==> src/rtl/serial_subtractor_pkg.sv <==
// Shared definitions for the bit-serial subtractor: FSM encodings and the
// bit-counter width helper.
package serial_subtractor_pkg;

    // FSM state encodings
    localparam logic [1:0] ST_IDLE = 2'd0;
    localparam logic [1:0] ST_RUN  = 2'd1;
    localparam logic [1:0] ST_DONE = 2'd2;

    // ceil(log2(n)) with a floor of one bit, so WIDTH=1 still gets a counter
    function automatic int cnt_width(input int n);
        int w;
        w = 0;
        while ((1 << w) < n) begin
            w = w + 1;
        end
        return (w < 1) ? 1 : w;
    endfunction

endpackage

==> src/rtl/serial_subtractor_full_subtractor.sv <==
// Single-bit full subtractor cell: x - y - bin -> difference d, borrow out.
// Purely combinational so it can be reused by the neighbouring adder benches.
module full_subtractor (
    input  logic x,
    input  logic y,
    input  logic bin,
    output logic d,
    output logic bout
);

    // Difference is odd parity of the three inputs; borrow is generated when
    // y exceeds x, or propagated when x == y and a borrow is already pending.
    always_comb begin
        d    = x ^ y ^ bin;
        bout = (~x & y) | (~(x ^ y) & bin);
    end

endmodule

==> src/rtl/serial_subtractor.sv <==
// Bit-serial unsigned subtractor: diff = a - b (mod 2^WIDTH), borrow = a < b.
// One bit per clock, LSB first, through a single full_subtractor cell.
// Operands enter on a start_valid/start_ready handshake (IDLE only); the
// result is offered on done_valid/done_ready and held until taken.
module serial_subtractor
    import serial_subtractor_pkg::*;
#(
    parameter int WIDTH = 8
) (
    input  logic             clk,
    input  logic             rst_n,
    input  logic             start_valid,
    output logic             start_ready,
    input  logic [WIDTH-1:0] a,
    input  logic [WIDTH-1:0] b,
    output logic [WIDTH-1:0] diff,
    output logic             borrow,
    output logic             done_valid,
    input  logic             done_ready,
    output logic             busy
);

    localparam int             CW   = cnt_width(WIDTH);
    localparam logic [CW-1:0]  LAST = CW'(WIDTH - 1);

    logic [1:0]       state_q,  state_d;
    logic [WIDTH-1:0] a_sh_q,   a_sh_d;
    logic [WIDTH-1:0] b_sh_q,   b_sh_d;
    logic [WIDTH-1:0] diff_q,   diff_d;
    logic             borrow_q, borrow_d;
    logic             bf_q,     bf_d;
    logic [CW-1:0]    cnt_q,    cnt_d;

    logic             fs_d;
    logic             fs_bout;

    // The one bit cell, fed by the LSBs of the operand shifters and the
    // running borrow flop.
    full_subtractor u_fs (
        .x    (a_sh_q[0]),
        .y    (b_sh_q[0]),
        .bin  (bf_q),
        .d    (fs_d),
        .bout (fs_bout)
    );

    // Next-state logic: load on accept, shift one bit per RUN edge, hold in DONE.
    always_comb begin
        state_d  = state_q;
        a_sh_d   = a_sh_q;
        b_sh_d   = b_sh_q;
        diff_d   = diff_q;
        borrow_d = borrow_q;
        bf_d     = bf_q;
        cnt_d    = cnt_q;
        case (state_q)
            ST_IDLE: begin
                if (start_valid) begin
                    a_sh_d  = a;
                    b_sh_d  = b;
                    bf_d    = 1'b0;
                    cnt_d   = '0;
                    state_d = ST_RUN;
                end
            end
            ST_RUN: begin
                a_sh_d = a_sh_q >> 1;
                b_sh_d = b_sh_q >> 1;
                // New difference bit enters at the MSB; after WIDTH shifts
                // the LSB-first stream lands in natural bit order.
                diff_d = WIDTH'({fs_d, diff_q} >> 1);
                bf_d   = fs_bout;
                cnt_d  = cnt_q + 1'b1;
                if (cnt_q == LAST) begin
                    borrow_d = fs_bout;
                    state_d  = ST_DONE;
                end
            end
            ST_DONE: begin
                if (done_ready) begin
                    state_d = ST_IDLE;
                end
            end
            default: begin
                state_d = ST_IDLE;
            end
        endcase
    end

    // State registers; async reset clears everything including mid-operation.
    always_ff @(posedge clk or negedge rst_n) begin
        if (!rst_n) begin
            state_q  <= ST_IDLE;
            a_sh_q   <= '0;
            b_sh_q   <= '0;
            diff_q   <= '0;
            borrow_q <= 1'b0;
            bf_q     <= 1'b0;
            cnt_q    <= '0;
        end else begin
            state_q  <= state_d;
            a_sh_q   <= a_sh_d;
            b_sh_q   <= b_sh_d;
            diff_q   <= diff_d;
            borrow_q <= borrow_d;
            bf_q     <= bf_d;
            cnt_q    <= cnt_d;
        end
    end

    // Handshake/status outputs decode straight from state so reset reaches
    // them without waiting for a clock.
    always_comb begin
        start_ready = (state_q == ST_IDLE);
        done_valid  = (state_q == ST_DONE);
        busy        = (state_q == ST_RUN) || (state_q == ST_DONE);
        diff        = diff_q;
        borrow      = borrow_q;
    end

endmodule

==> config.mk <==
export PLATFORM = sky130hd
export DESIGN_NAME = serial_subtractor
export DESIGN_NICKNAME = d
export VERILOG_FILES = /design/src/rtl/serial_subtractor_pkg.sv /design/src/rtl/serial_subtractor_full_subtractor.sv /design/src/rtl/serial_subtractor.sv
export SDC_FILE = /design/constraint.sdc
export NUM_CORES = 1
export LEC_CHECK = 0
export BUFFER_PORTS_ARGS = -buffer_cell sky130_fd_sc_hd__buf_2
export CAP_MARGIN = 20
export CORE_AREA = 5 5 77 79
export DETAILED_ROUTE_END_ITERATION = 8
export DIE_AREA = 0 0 82 84
export SYNTH_ARGS = -nofsm -noshare
export SYNTH_HDL_FRONTEND = slang
export SYNTH_SLANG_ARGS = --single-unit
==> constraint.sdc <==
create_clock -name clk -period 2.7 [get_ports clk]
set_input_delay 0.27 -clock clk [delete_from_list [all_inputs] [get_ports clk]]
set_output_delay 0.27 -clock clk [all_outputs]
set_load 0.02 [all_outputs]
==> impl_metrics.json <==
{
  "run_status": "finished, final reports clean",
  "combinationalPowerShare_pct": 47.2,
  "post_synth_simple_gate_area_pct": 6.21,
  "final_design_area_no_fill_mm2": 0.00185,
  "cts-resized-gates": 0,
  "detailroute.via_count": 993,
  "setup_violations": 0,
  "post-cts-setup-buffer-count": 0,
  "grt_overflow_total": 0,
  "core_area_mm2": 0.00527,
  "ys_seq_elements": 31,
  "cts_buffer_depth": 2,
  "synth_common_cells": "dfrtp_1 (31), nand2_1 (18), mux2i_1 (14), o21ai_2 (14), mux2_2 (9)",
  "drt-wirelength-per-cell_um": 11.8,
  "main_combinational_cell_family_by_area_after_synthesis": "multiplexers",
  "synth_most_common_cell": "dfrtp_1",
  "sw_frac_of_total_pct": 37.7,
  "synth.largest_area_cell": "dfrtp_1",
  "syn-instance-count": 124,
  "cts_tree": "built",
  "timing.critical_path.slowest_cell_delay_ns": 0.61,
  "final-max-slew-violation-count": 0,
  "relative_max_transition_margin_pct": 53.0,
  "clk_pin_slew_worst_paths_ns": 0.06,
  "power_density_mw_per_mm2": 1300,
  "seqPwrFrac_pct": 33.4,
  "path_max_fanout": 18,
  "synthAdderAreaFrac_pct": 5.47,
  "antennaDiodeCount": 0,
  "hold_viol": 0,
  "crit_type": "reg -> reg",
  "worst_ir_drop_on_vdd_mv": 0.328,
  "setup_slack_ns": 0.819,
  "synth.mux.area_fraction_pct": 16.9,
  "cts_root_buf": "clkbuf_8",
  "synth_xor_area_share_pct": 0,
  "max_fclk_ghz": 0.532,
  "worstSkewPairLatency_ns": 0.28,
  "finalNetCount": 184,
  "clock-skew-final_ns": 0.00294,
  "initial_core_util_pct": 28.7,
  "gp_congestion": 0.675,
  "netlist_top_cells_area": "dfrtp_1 (51%), mux2i_1 (9.3%), o21ai_2 (8.1%)",
  "synth-edff-count": 0,
  "tns_ns": 0,
  "cp_data_arrival_time_ns": 2.10,
  "detail-route-antenna-nets": 0,
  "most_instantiated_flip_flop_cell_in_the_synthesis_netlist": "dfrtp_1",
  "initialDrtViolationCount": 28,
  "dp_cells": 223,
  "post-synth-top-area-fraction_pct": 51.4,
  "postSynthNetCount": 150,
  "hold_path_class": "in -> async",
  "drt_pre_antenna_iters": 4,
  "synth.distinct_cells": 21,
  "groute.usage.overall_pct": 8.77,
  "drt_wirelength_mm": 2.72,
  "timing.max_cap.violations": 0,
  "static-leakage-power_nw": 0.890,
  "grt_max_degree": 32,
  "syn_avg_cell_area_um2": 12.2,
  "area_of_the_die_mm2": 0.00689,
  "worst_slack_at_placement_ns": 0.802,
  "worst_setup_path_start_kind": "flip-flop",
  "yosys_warnings": 0,
  "grt_pass1_wl_mm": 4.65,
  "share_of_synthesized_area_occupied_by_flip_flops_and_latches_pct": 51.4,
  "chipHeight_um": 84,
  "transition_time_at_the_pin_with_the_least_slew_margin_ns": 0.704,
  "path_cells": "inv_1, ha_1, mux2i_4, buf_12, a32o_1",
  "setup.worst_path.end_class": "flip-flop",
  "postPlaceCellArea_mm2": 0.00173,
  "detail_route.vias_per_cell": 4.30,
  "cts_htree_levels": 2,
  "pwr-share-clk_pct": 19.4,
  "first_global_vias": 1008,
  "final_period_minus_worst_setup_slack_ns": 1.88,
  "top_level_i_o_count": 32,
  "total_switching_power_mw": 0.908,
  "sink_count_of_the_clock_tree": 31,
  "numCtsBuffers": 5,
  "rsz0062_at_grt": "no",
  "chipWidth_um": 82,
  "number_of_antenna_violations_at_the_first_check_in_global_routing": 0,
  "async_reset_ff_share_pct": 100,
  "drc": 0,
  "worstPathRequired_ns": 2.92,
  "final_min_period_over_clock_period_pct": 69.7,
  "share_of_final_layout_standard_cells_stronger_than_drive_strength_1_pct": 41.5,
  "internal-power_mw": 1.50,
  "dp.final_hpwl_mm": 2.02,
  "io_buffer_count": 31,
  "area_of_the_mapped_netlist_mm2": 0.00151,
  "post_route_worst_hold_slack_ns": 0.0369,
  "area_delta_synth_final_pct": 22.4,
  "finish.cell_count_without_fillers": 231,
  "cts_hold_repair.buffers": 0,
  "worst_path_max_delay_cell": "mux2i_4",
  "fp-row-count": 27,
  "synth_compound_gate_area_share_pct": 13.8
}
-- layer usage --
metal / vias to the layer above / share of wire [%] / GRT usage (%) / wire (um)
li1: 497 / - / - / -
met1: 470 / 44 / 10.4 / 1190
met2: 20 / 49 / 14.3 / 1320
met3: 6 / 6.1 / 3.24 / 165
met4: 0 / 1.7 / 3.17 / 46
met5: - / 0 / 0 / 0
-- cell usage in the layout (no fill, tap or decap), types with 2 or more instances in the layout --
cell       netlist  final
dfrtp_1         31     31
buf_2            1     31
nand2_1         18     18
mux2i_1         14     14
o21ai_2         14     14
mux2_2           9      9
inv_1            7      7
clkbuf_8         0      6
ha_1             5      5
o21ai_0          4      4
nand2b_1         2      2
a32o_1           2      2
a31oi_1          2      2
nand3_1          2      2
o2bb2ai_1        2      2
buf_4            1      2
-- power groups by stage --
stage	clock network [mW]	logic, mW	registers [mW]
6_report	0.466	1.14	0.803
5_1_grt	0.501	1.26	0.836
4_1_cts	0.481	1.16	0.808
3_5_place_dp	0	1.16	0.817
3_3_place_gp	0	1.15	0.811
2_1_floorplan	0	0.866	0.875
-- worst max-delay path, delay by kind of cell, from the launching register on --
| kind | cells | cell delay, ns |
|---|---|---|
| muxes | 1 | 0.61 |
| DFF | 1 | 0.40 |
| adders and majority gates | 1 | 0.35 |
| buffers and inverters | 2 | 0.32 |
| AOI/OAI and AO/OA | 1 | 0.13 |
-- cell families after synthesis --
kind of cell / after synthesis
buffers and inverters: 14
AND/OR/NAND/NOR: 23
adder cells (fa/ha/maj): 6
flip-flops: 31
multiplexers: 24
AO/OA/AOI/OAI: 26
-- flip-flops by register name (all words and copies together), names as in the netlist --
register	cells
a_sh_q	8
b_sh_q	8
bf_q	1
borrow	1
cnt_q	3
diff	8
state_q	2
-- worst paths after layout --
check	start	endpoint	slack, ns	cells after the start
worst max-delay path	state_q[1]	cnt_q[1]	0.82	5
min in group clk	b[3]	b_sh_q[3]	0.26	3
worst min-delay path	rst_n	a_sh_q[6]	0.04	1
worst min register to register	b_sh_q[1]	b_sh_q[1]	0.48	2
max in group asynchronous	rst_n	state_q[0]	2.21	1
worst max register to register	state_q[1]	cnt_q[1]	0.82	5
-- cell type report --
cell class                      instances  area [um2]
Clock buffer                            6        82.6
Clock inverter                          2        35.0
Fill cell                             560        3420
Inverter                                7        26.3
Multi-Input combinational cell         79         648
Sequential cell                        31         776
Tap cell                               72        90.1
Timing Repair Buffer                   34         190
-- metrics by stage --
step                      total power, mW  util (%)
after CTS                            2.45      35.1
after global routing                 2.59      35.1
final                                2.40      35.1
after global placement               1.96      32.8
after floorplan                      1.74         -
after detailed placement             1.98      32.8
(Power assumes the default switching activity.)
